`config.mk`:
```
export PLATFORM = sky130hd
export DESIGN_NAME = mem_stage_flat
export DESIGN_NICKNAME = d
export VERILOG_FILES = /design/src/rtl/core_pkg.sv /design/src/rtl/mem_stage_if.sv /design/src/rtl/load_align.sv /design/src/rtl/mem_stage.sv /design/src/flat_wrapper.sv
export SDC_FILE = /design/constraint.sdc
export NUM_CORES = 1
export LEC_CHECK = 0
export ABC_CLOCK_PERIOD_IN_PS = 5900
export CAP_MARGIN = 20
export CORE_UTILIZATION = 30
export CTS_CLUSTER_DIAMETER = 120
export CTS_CLUSTER_SIZE = 40
export DETAILED_ROUTE_END_ITERATION = 10
export PLACE_DENSITY = 0.79
export SYNTH_ARGS = -nofsm -noshare
export SYNTH_HDL_FRONTEND = slang
export SYNTH_SLANG_ARGS = --single-unit
```
`constraint.sdc`:
```
create_clock -name clk -period 5.9 [get_ports clk]
set_clock_uncertainty 0.05 [all_clocks]
set_input_delay 1.18 -clock clk [delete_from_list [all_inputs] [get_ports clk]]
set_output_delay 1.18 -clock clk [all_outputs]
set_load 0.02 [all_outputs]
```
`src/rtl/core_pkg.sv`:
```
// Shared encodings for the memory stage: load sizes, store masks, FSM states,
// the response context latched at issue, and access-size helpers.
package core_pkg;

  localparam int unsigned XLEN_W = 32;

  // Load size (MemTrim) encodings
  localparam logic [1:0] TRIM_WORD = 2'b00;
  localparam logic [1:0] TRIM_HALF = 2'b01;
  localparam logic [1:0] TRIM_BYTE = 2'b10;

  // Unshifted store masks (MemWrite)
  localparam logic [3:0] MASK_NONE = 4'b0000;
  localparam logic [3:0] MASK_BYTE = 4'b0001;
  localparam logic [3:0] MASK_HALF = 4'b0011;
  localparam logic [3:0] MASK_WORD = 4'b1111;

  typedef enum logic [1:0] {
    ST_IDLE     = 2'd0,
    ST_WAIT_GNT = 2'd1,
    ST_WAIT_RSP = 2'd2
  } mem_state_e;

  // What the load extractor needs once the response comes back
  typedef struct packed {
    logic [1:0] offset;
    logic [1:0] trim;
    logic       sign;
  } load_ctx_t;

  // Access size of a store, derived from its unshifted mask
  function automatic logic [1:0] store_trim(input logic [3:0] mask);
    case (mask)
      MASK_WORD: return TRIM_WORD;
      MASK_HALF: return TRIM_HALF;
      default:   return TRIM_BYTE;
    endcase
  endfunction

  function automatic logic is_misaligned(input logic [1:0] trim, input logic [1:0] offset);
    case (trim)
      TRIM_WORD: return offset != 2'b00;
      TRIM_HALF: return offset[0];
      default:   return 1'b0;
    endcase
  endfunction

endpackage

```
`src/rtl/mem_stage_if.sv`:
```
// Data-memory request/grant/response bus.
//   master: req, we, addr, wdata out; gnt, rvalid, rdata in
//   slave : mirror image
interface mem_stage_if #(
  parameter int unsigned ADDR_W = 32,
  parameter int unsigned XLEN   = 32
);
  logic              req;
  logic [3:0]        we;
  logic [ADDR_W-1:0] addr;
  logic [XLEN-1:0]   wdata;
  logic              gnt;
  logic              rvalid;
  logic [XLEN-1:0]   rdata;

  modport master (output req, we, addr, wdata, input gnt, rvalid, rdata);
  modport slave  (input req, we, addr, wdata, output gnt, rvalid, rdata);
endinterface

```
`src/rtl/load_align.sv`:
```
// Load extraction: selects the addressed byte/half lane of a read word and
// sign- or zero-extends it.
//   rdata  : raw bus word
//   offset : byte offset addr[1:0]
//   trim   : load size (TRIM_*)
//   sign   : 1 = sign-extend sub-word loads
//   data_c : aligned, extended load value (combinational)
module load_align
  import core_pkg::*;
(
  input  logic [31:0] rdata,
  input  logic [1:0]  offset,
  input  logic [1:0]  trim,
  input  logic        sign,
  output logic [31:0] data_c
);

  logic [7:0]  byte_lane;
  logic [15:0] half_lane;

  always_comb begin
    byte_lane = rdata[7:0];
    half_lane = rdata[15:0];
    data_c    = rdata;

    case (offset)
      2'd1:    byte_lane = rdata[15:8];
      2'd2:    byte_lane = rdata[23:16];
      2'd3:    byte_lane = rdata[31:24];
      default: byte_lane = rdata[7:0];
    endcase

    // Aligned halves only; offset[0] is excluded by the misalignment check
    half_lane = offset[1] ? rdata[31:16] : rdata[15:0];

    case (trim)
      TRIM_HALF: data_c = {{16{sign & half_lane[15]}}, half_lane};
      TRIM_BYTE: data_c = {{24{sign & byte_lane[7]}}, byte_lane};
      default:   data_c = rdata;
    endcase
  end

endmodule

```
`src/rtl/mem_stage.sv`:
```
// MEM pipeline stage: issues loads/stores from the EX/MEM set onto the data
// bus, stalls upstream while a transaction is outstanding, and registers the
// MEM/WB set.
//   clk, rst_n               : clock, async active-low reset
//   ex_mem_reg_*             : EX/MEM register inputs
//   dmem                     : data-memory bus (master side)
//   mem_wb_reg_*             : registered MEM/WB outputs
//   mem_stage_alu_result     : combinational forwarding copy of the ALU result
//   mem_stage_stall          : combinational upstream freeze
//   mem_stage_misaligned     : one-cycle pulse for a suppressed misaligned access
module mem_stage
  import core_pkg::*;
#(
  parameter int unsigned ADDR_W = 32,
  parameter int unsigned XLEN   = 32
) (
  input  logic            clk,
  input  logic            rst_n,

  input  logic [XLEN-1:0] ex_mem_reg_alu_result,
  input  logic [XLEN-1:0] ex_mem_reg_rs2_data,
  input  logic [4:0]      ex_mem_reg_rd_adr,
  input  logic            ex_mem_reg_wb_ctrl_RegWrite,
  input  logic            ex_mem_reg_wb_ctrl_MemtoReg,
  input  logic            ex_mem_reg_wb_ctrl_MemSign,
  input  logic [1:0]      ex_mem_reg_wb_ctrl_MemTrim,
  input  logic            ex_mem_reg_mem_ctrl_MemRead,
  input  logic [3:0]      ex_mem_reg_mem_ctrl_MemWrite,

  mem_stage_if.master     dmem,

  output logic [XLEN-1:0] mem_wb_reg_alu_result,
  output logic [XLEN-1:0] mem_wb_reg_mem_rdata,
  output logic [4:0]      mem_wb_reg_rd_adr,
  output logic            mem_wb_reg_wb_ctrl_RegWrite,
  output logic            mem_wb_reg_wb_ctrl_MemtoReg,

  output logic [XLEN-1:0] mem_stage_alu_result,
  output logic            mem_stage_stall,
  output logic            mem_stage_misaligned
);

  mem_state_e  state_q, state_d;
  load_ctx_t   ctx_q, ctx_d;
  logic [1:0]  offset;
  logic        is_store;
  logic        mem_op;
  logic [1:0]  access_trim;
  logic        misaligned_c;
  logic        valid_mem_c;
  logic        req_c;
  logic        rsp_done_c;
  logic [31:0] load_data_c;

  // Access decode; a store wins over a simultaneous MemRead
  always_comb begin
    offset       = ex_mem_reg_alu_result[1:0];
    is_store     = |ex_mem_reg_mem_ctrl_MemWrite;
    mem_op       = ex_mem_reg_mem_ctrl_MemRead | is_store;
    access_trim  = is_store ? store_trim(ex_mem_reg_mem_ctrl_MemWrite)
                            : ex_mem_reg_wb_ctrl_MemTrim;
    misaligned_c = mem_op & is_misaligned(access_trim, offset);
    valid_mem_c  = mem_op & ~misaligned_c;
  end

  // FSM state register
  always_ff @(posedge clk or negedge rst_n) begin
    if (!rst_n) state_q <= ST_IDLE;
    else        state_q <= state_d;
  end

  // FSM next-state and request
  always_comb begin
    state_d = state_q;
    req_c   = 1'b0;
    case (state_q)
      ST_IDLE: begin
        if (valid_mem_c) begin
          req_c   = 1'b1;
          state_d = dmem.gnt ? ST_WAIT_RSP : ST_WAIT_GNT;
        end
      end
      ST_WAIT_GNT: begin
        req_c = 1'b1;
        if (dmem.gnt) state_d = ST_WAIT_RSP;
      end
      ST_WAIT_RSP: begin
        if (dmem.rvalid) state_d = ST_IDLE;
      end
      default: state_d = ST_IDLE;
    endcase
  end

  assign rsp_done_c      = (state_q == ST_WAIT_RSP) & dmem.rvalid;
  assign mem_stage_stall = valid_mem_c & ~rsp_done_c;
  assign mem_stage_alu_result = ex_mem_reg_alu_result;

  // Request fields come straight from EX/MEM, which the stall holds steady
  assign dmem.req   = req_c;
  assign dmem.addr  = req_c ? ADDR_W'({ex_mem_reg_alu_result[XLEN-1:2], 2'b00}) : '0;
  assign dmem.we    = (req_c && is_store) ? 4'(ex_mem_reg_mem_ctrl_MemWrite << offset) : 4'b0000;
  assign dmem.wdata = (req_c && is_store) ? XLEN'(ex_mem_reg_rs2_data << {offset, 3'b000}) : '0;

  // Load context captured when the request is accepted
  always_comb begin
    ctx_d = ctx_q;
    if (req_c && dmem.gnt) begin
      ctx_d.offset = offset;
      ctx_d.trim   = ex_mem_reg_wb_ctrl_MemTrim;
      ctx_d.sign   = ex_mem_reg_wb_ctrl_MemSign;
    end
  end

  always_ff @(posedge clk or negedge rst_n) begin
    if (!rst_n) ctx_q <= '0;
    else        ctx_q <= ctx_d;
  end

  load_align u_load_align (
    .rdata  (dmem.rdata),
    .offset (ctx_q.offset),
    .trim   (ctx_q.trim),
    .sign   (ctx_q.sign),
    .data_c (load_data_c)
  );

  // MEM/WB register: bubbles while stalled, instruction otherwise
  always_ff @(posedge clk or negedge rst_n) begin
    if (!rst_n) begin
      mem_wb_reg_alu_result       <= '0;
      mem_wb_reg_mem_rdata        <= '0;
      mem_wb_reg_rd_adr           <= '0;
      mem_wb_reg_wb_ctrl_RegWrite <= 1'b0;
      mem_wb_reg_wb_ctrl_MemtoReg <= 1'b0;
      mem_stage_misaligned        <= 1'b0;
    end else begin
      mem_wb_reg_alu_result <= ex_mem_reg_alu_result;
      mem_stage_misaligned  <= misaligned_c;
      if (mem_stage_stall) begin
        mem_wb_reg_rd_adr           <= '0;
        mem_wb_reg_wb_ctrl_RegWrite <= 1'b0;
        mem_wb_reg_wb_ctrl_MemtoReg <= 1'b0;
      end else begin
        mem_wb_reg_rd_adr           <= ex_mem_reg_rd_adr;
        mem_wb_reg_wb_ctrl_RegWrite <= ex_mem_reg_wb_ctrl_RegWrite & ~misaligned_c;
        mem_wb_reg_wb_ctrl_MemtoReg <= ex_mem_reg_wb_ctrl_MemtoReg;
        if (rsp_done_c) mem_wb_reg_mem_rdata <= XLEN'(load_data_c);
      end
    end
  end

endmodule

```
`src/flat_wrapper.sv`:
```
// flat-port wrapper written by rule: the top's interface ports become plain ports
module mem_stage_flat import core_pkg::*;
#(
  parameter int unsigned ADDR_W = 32,
  parameter int unsigned XLEN   = 32
)
  (clk, rst_n, ex_mem_reg_alu_result, ex_mem_reg_rs2_data, ex_mem_reg_rd_adr, ex_mem_reg_wb_ctrl_RegWrite, ex_mem_reg_wb_ctrl_MemtoReg, ex_mem_reg_wb_ctrl_MemSign, ex_mem_reg_wb_ctrl_MemTrim, ex_mem_reg_mem_ctrl_MemRead, ex_mem_reg_mem_ctrl_MemWrite, mem_wb_reg_alu_result, mem_wb_reg_mem_rdata, mem_wb_reg_rd_adr, mem_wb_reg_wb_ctrl_RegWrite, mem_wb_reg_wb_ctrl_MemtoReg, mem_stage_alu_result, mem_stage_stall, mem_stage_misaligned, dmem_req, dmem_we, dmem_addr, dmem_wdata, dmem_gnt, dmem_rvalid, dmem_rdata);
  mem_stage_if #(.ADDR_W(ADDR_W), .XLEN(XLEN)) dmem_i ();
  input  logic clk;
  input  logic rst_n;
  input  logic [XLEN-1:0] ex_mem_reg_alu_result;
  input  logic [XLEN-1:0] ex_mem_reg_rs2_data;
  input  logic [4:0] ex_mem_reg_rd_adr;
  input  logic ex_mem_reg_wb_ctrl_RegWrite;
  input  logic ex_mem_reg_wb_ctrl_MemtoReg;
  input  logic ex_mem_reg_wb_ctrl_MemSign;
  input  logic [1:0] ex_mem_reg_wb_ctrl_MemTrim;
  input  logic ex_mem_reg_mem_ctrl_MemRead;
  input  logic [3:0] ex_mem_reg_mem_ctrl_MemWrite;
  output logic [XLEN-1:0] mem_wb_reg_alu_result;
  output logic [XLEN-1:0] mem_wb_reg_mem_rdata;
  output logic [4:0] mem_wb_reg_rd_adr;
  output logic mem_wb_reg_wb_ctrl_RegWrite;
  output logic mem_wb_reg_wb_ctrl_MemtoReg;
  output logic [XLEN-1:0] mem_stage_alu_result;
  output logic mem_stage_stall;
  output logic mem_stage_misaligned;
  output wire logic [$bits(dmem_i.req)-1:0] dmem_req;
  output wire logic [$bits(dmem_i.we)-1:0] dmem_we;
  output wire logic [$bits(dmem_i.addr)-1:0] dmem_addr;
  output wire logic [$bits(dmem_i.wdata)-1:0] dmem_wdata;
  input wire logic [$bits(dmem_i.gnt)-1:0] dmem_gnt;
  input wire logic [$bits(dmem_i.rvalid)-1:0] dmem_rvalid;
  input wire logic [$bits(dmem_i.rdata)-1:0] dmem_rdata;
  assign dmem_req = dmem_i.req;
  assign dmem_we = dmem_i.we;
  assign dmem_addr = dmem_i.addr;
  assign dmem_wdata = dmem_i.wdata;
  assign dmem_i.gnt = dmem_gnt;
  assign dmem_i.rvalid = dmem_rvalid;
  assign dmem_i.rdata = dmem_rdata;
  mem_stage #(.ADDR_W(ADDR_W), .XLEN(XLEN)) u_core (.clk(clk), .rst_n(rst_n), .ex_mem_reg_alu_result(ex_mem_reg_alu_result), .ex_mem_reg_rs2_data(ex_mem_reg_rs2_data), .ex_mem_reg_rd_adr(ex_mem_reg_rd_adr), .ex_mem_reg_wb_ctrl_RegWrite(ex_mem_reg_wb_ctrl_RegWrite), .ex_mem_reg_wb_ctrl_MemtoReg(ex_mem_reg_wb_ctrl_MemtoReg), .ex_mem_reg_wb_ctrl_MemSign(ex_mem_reg_wb_ctrl_MemSign), .ex_mem_reg_wb_ctrl_MemTrim(ex_mem_reg_wb_ctrl_MemTrim), .ex_mem_reg_mem_ctrl_MemRead(ex_mem_reg_mem_ctrl_MemRead), .ex_mem_reg_mem_ctrl_MemWrite(ex_mem_reg_mem_ctrl_MemWrite), .dmem(dmem_i), .mem_wb_reg_alu_result(mem_wb_reg_alu_result), .mem_wb_reg_mem_rdata(mem_wb_reg_mem_rdata), .mem_wb_reg_rd_adr(mem_wb_reg_rd_adr), .mem_wb_reg_wb_ctrl_RegWrite(mem_wb_reg_wb_ctrl_RegWrite), .mem_wb_reg_wb_ctrl_MemtoReg(mem_wb_reg_wb_ctrl_MemtoReg), .mem_stage_alu_result(mem_stage_alu_result), .mem_stage_stall(mem_stage_stall), .mem_stage_misaligned(mem_stage_misaligned));
endmodule
```
==> impl_metrics.tcl <==
set metrics [dict create \
    status "complete, no violations" \
    p_comb_share_pct 48.6 \
    grt_usage_pct 18.86 \
    root_buffer "clkbuf_16" \
    cts_tree "done" \
    dr_wl_met2_um 7264 \
    initial_core_util_pct 30.96 \
    p_sw_share_pct 37.44 \
    drt_wl_total_um 14580 \
    hold_class "reg -> reg" \
    floorplan.rows 43 \
    cts_setup_buffers 0 \
    p_leak_nw 3.057 \
    io_buffers 286 \
    p_int_mw 1.559 \
    cap_viol_max_count 0 \
    maxSlewHeadroom_pct 36.50 \
    path_common_cell "clkdlybuf4s50_1" \
    synth.distinct_cells 43 \
    grt_pass1_vias 3938 \
    critical_path.slowest_cell "clkdlybuf4s50_1" \
    clk_pin_slew_ps 60 \
    n_antenna_cell 0 \
    cp-end-kind "primary output" \
    cts-hold-fix-buffers 0 \
    syn_to_final_growth_pct 70.53 \
    ir_drop_mv 0.1600 \
    crit_fanout 9 \
    worst_pin_slew_ps 952.5 \
    die_w_um 122.1 \
    place_area_mm2 0.007086 \
    fmax_ghz 0.1985 \
    wl_met3_um 1129 \
    drt-met1-wl_um 6070 \
    layout-drive-gt1-share_pct 6.082 \
    drc 0 \
    worstPathArrival_ps 3810 \
    r2r_cells 5 \
    cp-start-kind "input port" \
    hold_viol 0 \
    yosys_warnings 0 \
    drv_slew 0 \
    nNetsFinal 821 \
    die_area_mm2 0.01492 \
    async_flop_share_pct 100.0 \
    grt_max_degree 80 \
    drtIter0Drc 257 \
    drtAntennaViolNets 0 \
    syn-cell-area_mm2 0.004330 \
    antenna_found_initial 0 \
    hpwlAfterDp_um 10980 \
    gp_congestion 0.8840 \
    syn_inst 462 \
    crit_family "buffers and inverters" \
    io_pins 289 \
    p_per_area_mw_per_mm2 337.5 \
    switchingPower_mw 0.9332 \
    grt_pass1_wl_um 21560 \
    rsz0062_at_grt "no" \
    crit_type "in -> out" \
    vias_per_cell 4.726 \
    synth_edf_count 0 \
    path_cells "clkdlybuf4s50_1, xor2_1, o22ai_2, a211oi_2, nand2_1, nor2_1, clkdlybuf4s50_1" \
    p_seq_share_pct 30.8 \
    fin_crit_sh_pct 85.38 \
    die_y_um 122.1 \
    clock_tree.buffer_depth 2 \
    yosysSeqAreaShare_pct 45.65 \
    wl_per_cell_um 16.44 \
    finalInstanceArea_mm2 0.007385 \
    fin_tns_setup_ps 0 \
    required_ps 4670 \
    post-route-min-period_ps 5037 \
    crit_cells 7 \
    slowest_delay_ps 620 \
    coreArea_mm2 0.01399 \
    cts_buffers 9 \
    clkPwrFrac_pct 20.6 \
    grt-ovfl-total 0 \
    clock_latency_ps 320 \
    synthFlopType "dfrtp_1" \
    htree_levels 3 \
    firstDrtPassIters 7 \
    cts_resized 0 \
    setup_viol 0 \
    holdPathStages 2 \
    dr.max_layer_used "met4" \
    cp_num_buf_inv 2 \
    avgSynthCellArea_um2 9.373 \
    synth-seq-cells 79 \
    vias 4192 \
    clkSinkCount 79 \
]
==> cell usage in the layout (no fill, tap or decap), drive strengths merged, types with 2 or more instances in the layout <==
master and n:
a211oi 21, a21oi 34, nand2 41, and2 35, and3 10, nand3 2, o21ai 25, clkdlybuf4s50 284
and2b 2, a22oi 7, mux2 12, clkbuf 11, buf 9, nor2b 15, conb 2, nand2b 9
nor3b 2, mux2i 20, clkinv 2, dfrtp 79, a2bb2oi 7, o22ai 2, inv 8, nor2 53
ha 2
==> final cells by class <==
class | instances | area, um2
Inverter | 7 | 26.28
Clock inverter | 3 | 18.77
Clock buffer | 11 | 252.7
Timing Repair Buffer | 293 | 2928
Multi-Input combinational cell | 314 | 1957
Tap cell | 180 | 225.2
Sequential cell | 79 | 1977
Fill cell | 1295 | 6604
==> state kept, by name (all words and copies together) (netlist names) <==
name                                count
u_core.ctx_q                            5
u_core.mem_stage_misaligned             1
u_core.mem_wb_reg_alu_result           32
u_core.mem_wb_reg_mem_rdata            32
u_core.mem_wb_reg_rd_adr                5
u_core.mem_wb_reg_wb_ctrl_MemtoReg      1
u_core.mem_wb_reg_wb_ctrl_RegWrite      1
u_core.state_q                          2
==> cells by family (layout without fill, tap and decap cells) <==
kind of cell | count (synthesis) | count (layout) | synth area share, %
DFF | 79 | 79 | 45.65
and+or+nand+nor | 172 | 172 | 19.85
AOI/OAI and AO/OA | 104 | 104 | 15.69
other | 1 | 2 | 0.08660
adders and majority gates | 2 | 2 | 0.5778
muxes | 33 | 33 | 8.697
xor gates and xnor gates | 1 | 1 | 0.2023
buffers and inverters | 70 | 314 | 9.246
==> layer usage <==
metal,vias to the layer above,track usage [%]
li1,2026,-
met3,8,5.478
met4,0,4.040
met2,179,31.89
met1,1979,23.74
met5,-,0
==> Yosys cell counts (6+ instances only) <==
master	instances	area (um2)
buf_4	34	255.2
inv_1	6	22.52
a22oi_1	7	52.55
a211oi_1	19	142.6
clkbuf_1	21	78.83
o21ai_0	25	125.1
a21oi_1	34	170.2
nor2_1	53	198.9
nand2b_1	9	56.30
a2bb2oi_1	7	61.31
and2_1	35	219.0
nand2_1	41	153.9
mux2i_1	20	200.2
dfrtp_1	79	1977
nor2b_1	15	93.84
mux2_2	7	78.83
and3_1	10	62.56
==> metrics by stage <==
| stage | worst slack, ps | util, % | hold WS [ps] | std cells | power (mW) |
|---|---|---|---|---|---|
| after floorplan | 2065 | - | 458.7 | 463 | 1.410 |
| after global placement | 930.5 | 50.65 | 414.7 | 872 | 1.971 |
| after detailed placement | 909.8 | 50.65 | 420.1 | 872 | 1.990 |
| after CTS | 899.3 | 52.59 | 433.8 | 886 | 2.513 |
| after global routing | 648.6 | 52.79 | 470.2 | 887 | 2.639 |
| final | 862.7 | 52.79 | 433.2 | 887 | 2.492 |
==> power groups by stage <==
stage	logic [mW]	clock network (mW)	registers [mW]
floorplan	0.502	0	0.908
global placement	1.20	0	0.769
detailed placement	1.21	0	0.776
CTS	1.22	0.529	0.766
global route	1.31	0.550	0.782
finish	1.21	0.514	0.767
==> path summary, 6_finish.rpt <==
kind | from | slack [ps] | end
hold reg to reg | u_core.mem_wb_reg_mem_rdata[2] | 430 | u_core.mem_wb_reg_mem_rdata[2]
min in group asynchronous | rst_n | 750 | u_core.mem_wb_reg_mem_rdata[28]
setup reg to reg | u_core.ctx_q[4] | 3280 | u_core.mem_wb_reg_mem_rdata[15]
setup / recovery | ex_mem_reg_mem_ctrl_MemWrite[3] | 860 | dmem_wdata[8]
max in group asynchronous | rst_n | 4460 | u_core.mem_wb_reg_alu_result[20]
hold / removal | u_core.mem_wb_reg_mem_rdata[2] | 430 | u_core.mem_wb_reg_mem_rdata[2]
==> tightest hold or removal path: cells and delay by family (launching register included) <==
kind,cells,cell delay (ps)
simple gates,1,40
compound gates,1,60
flops,1,340
Note: power is estimated with default switching activity, not from simulation.
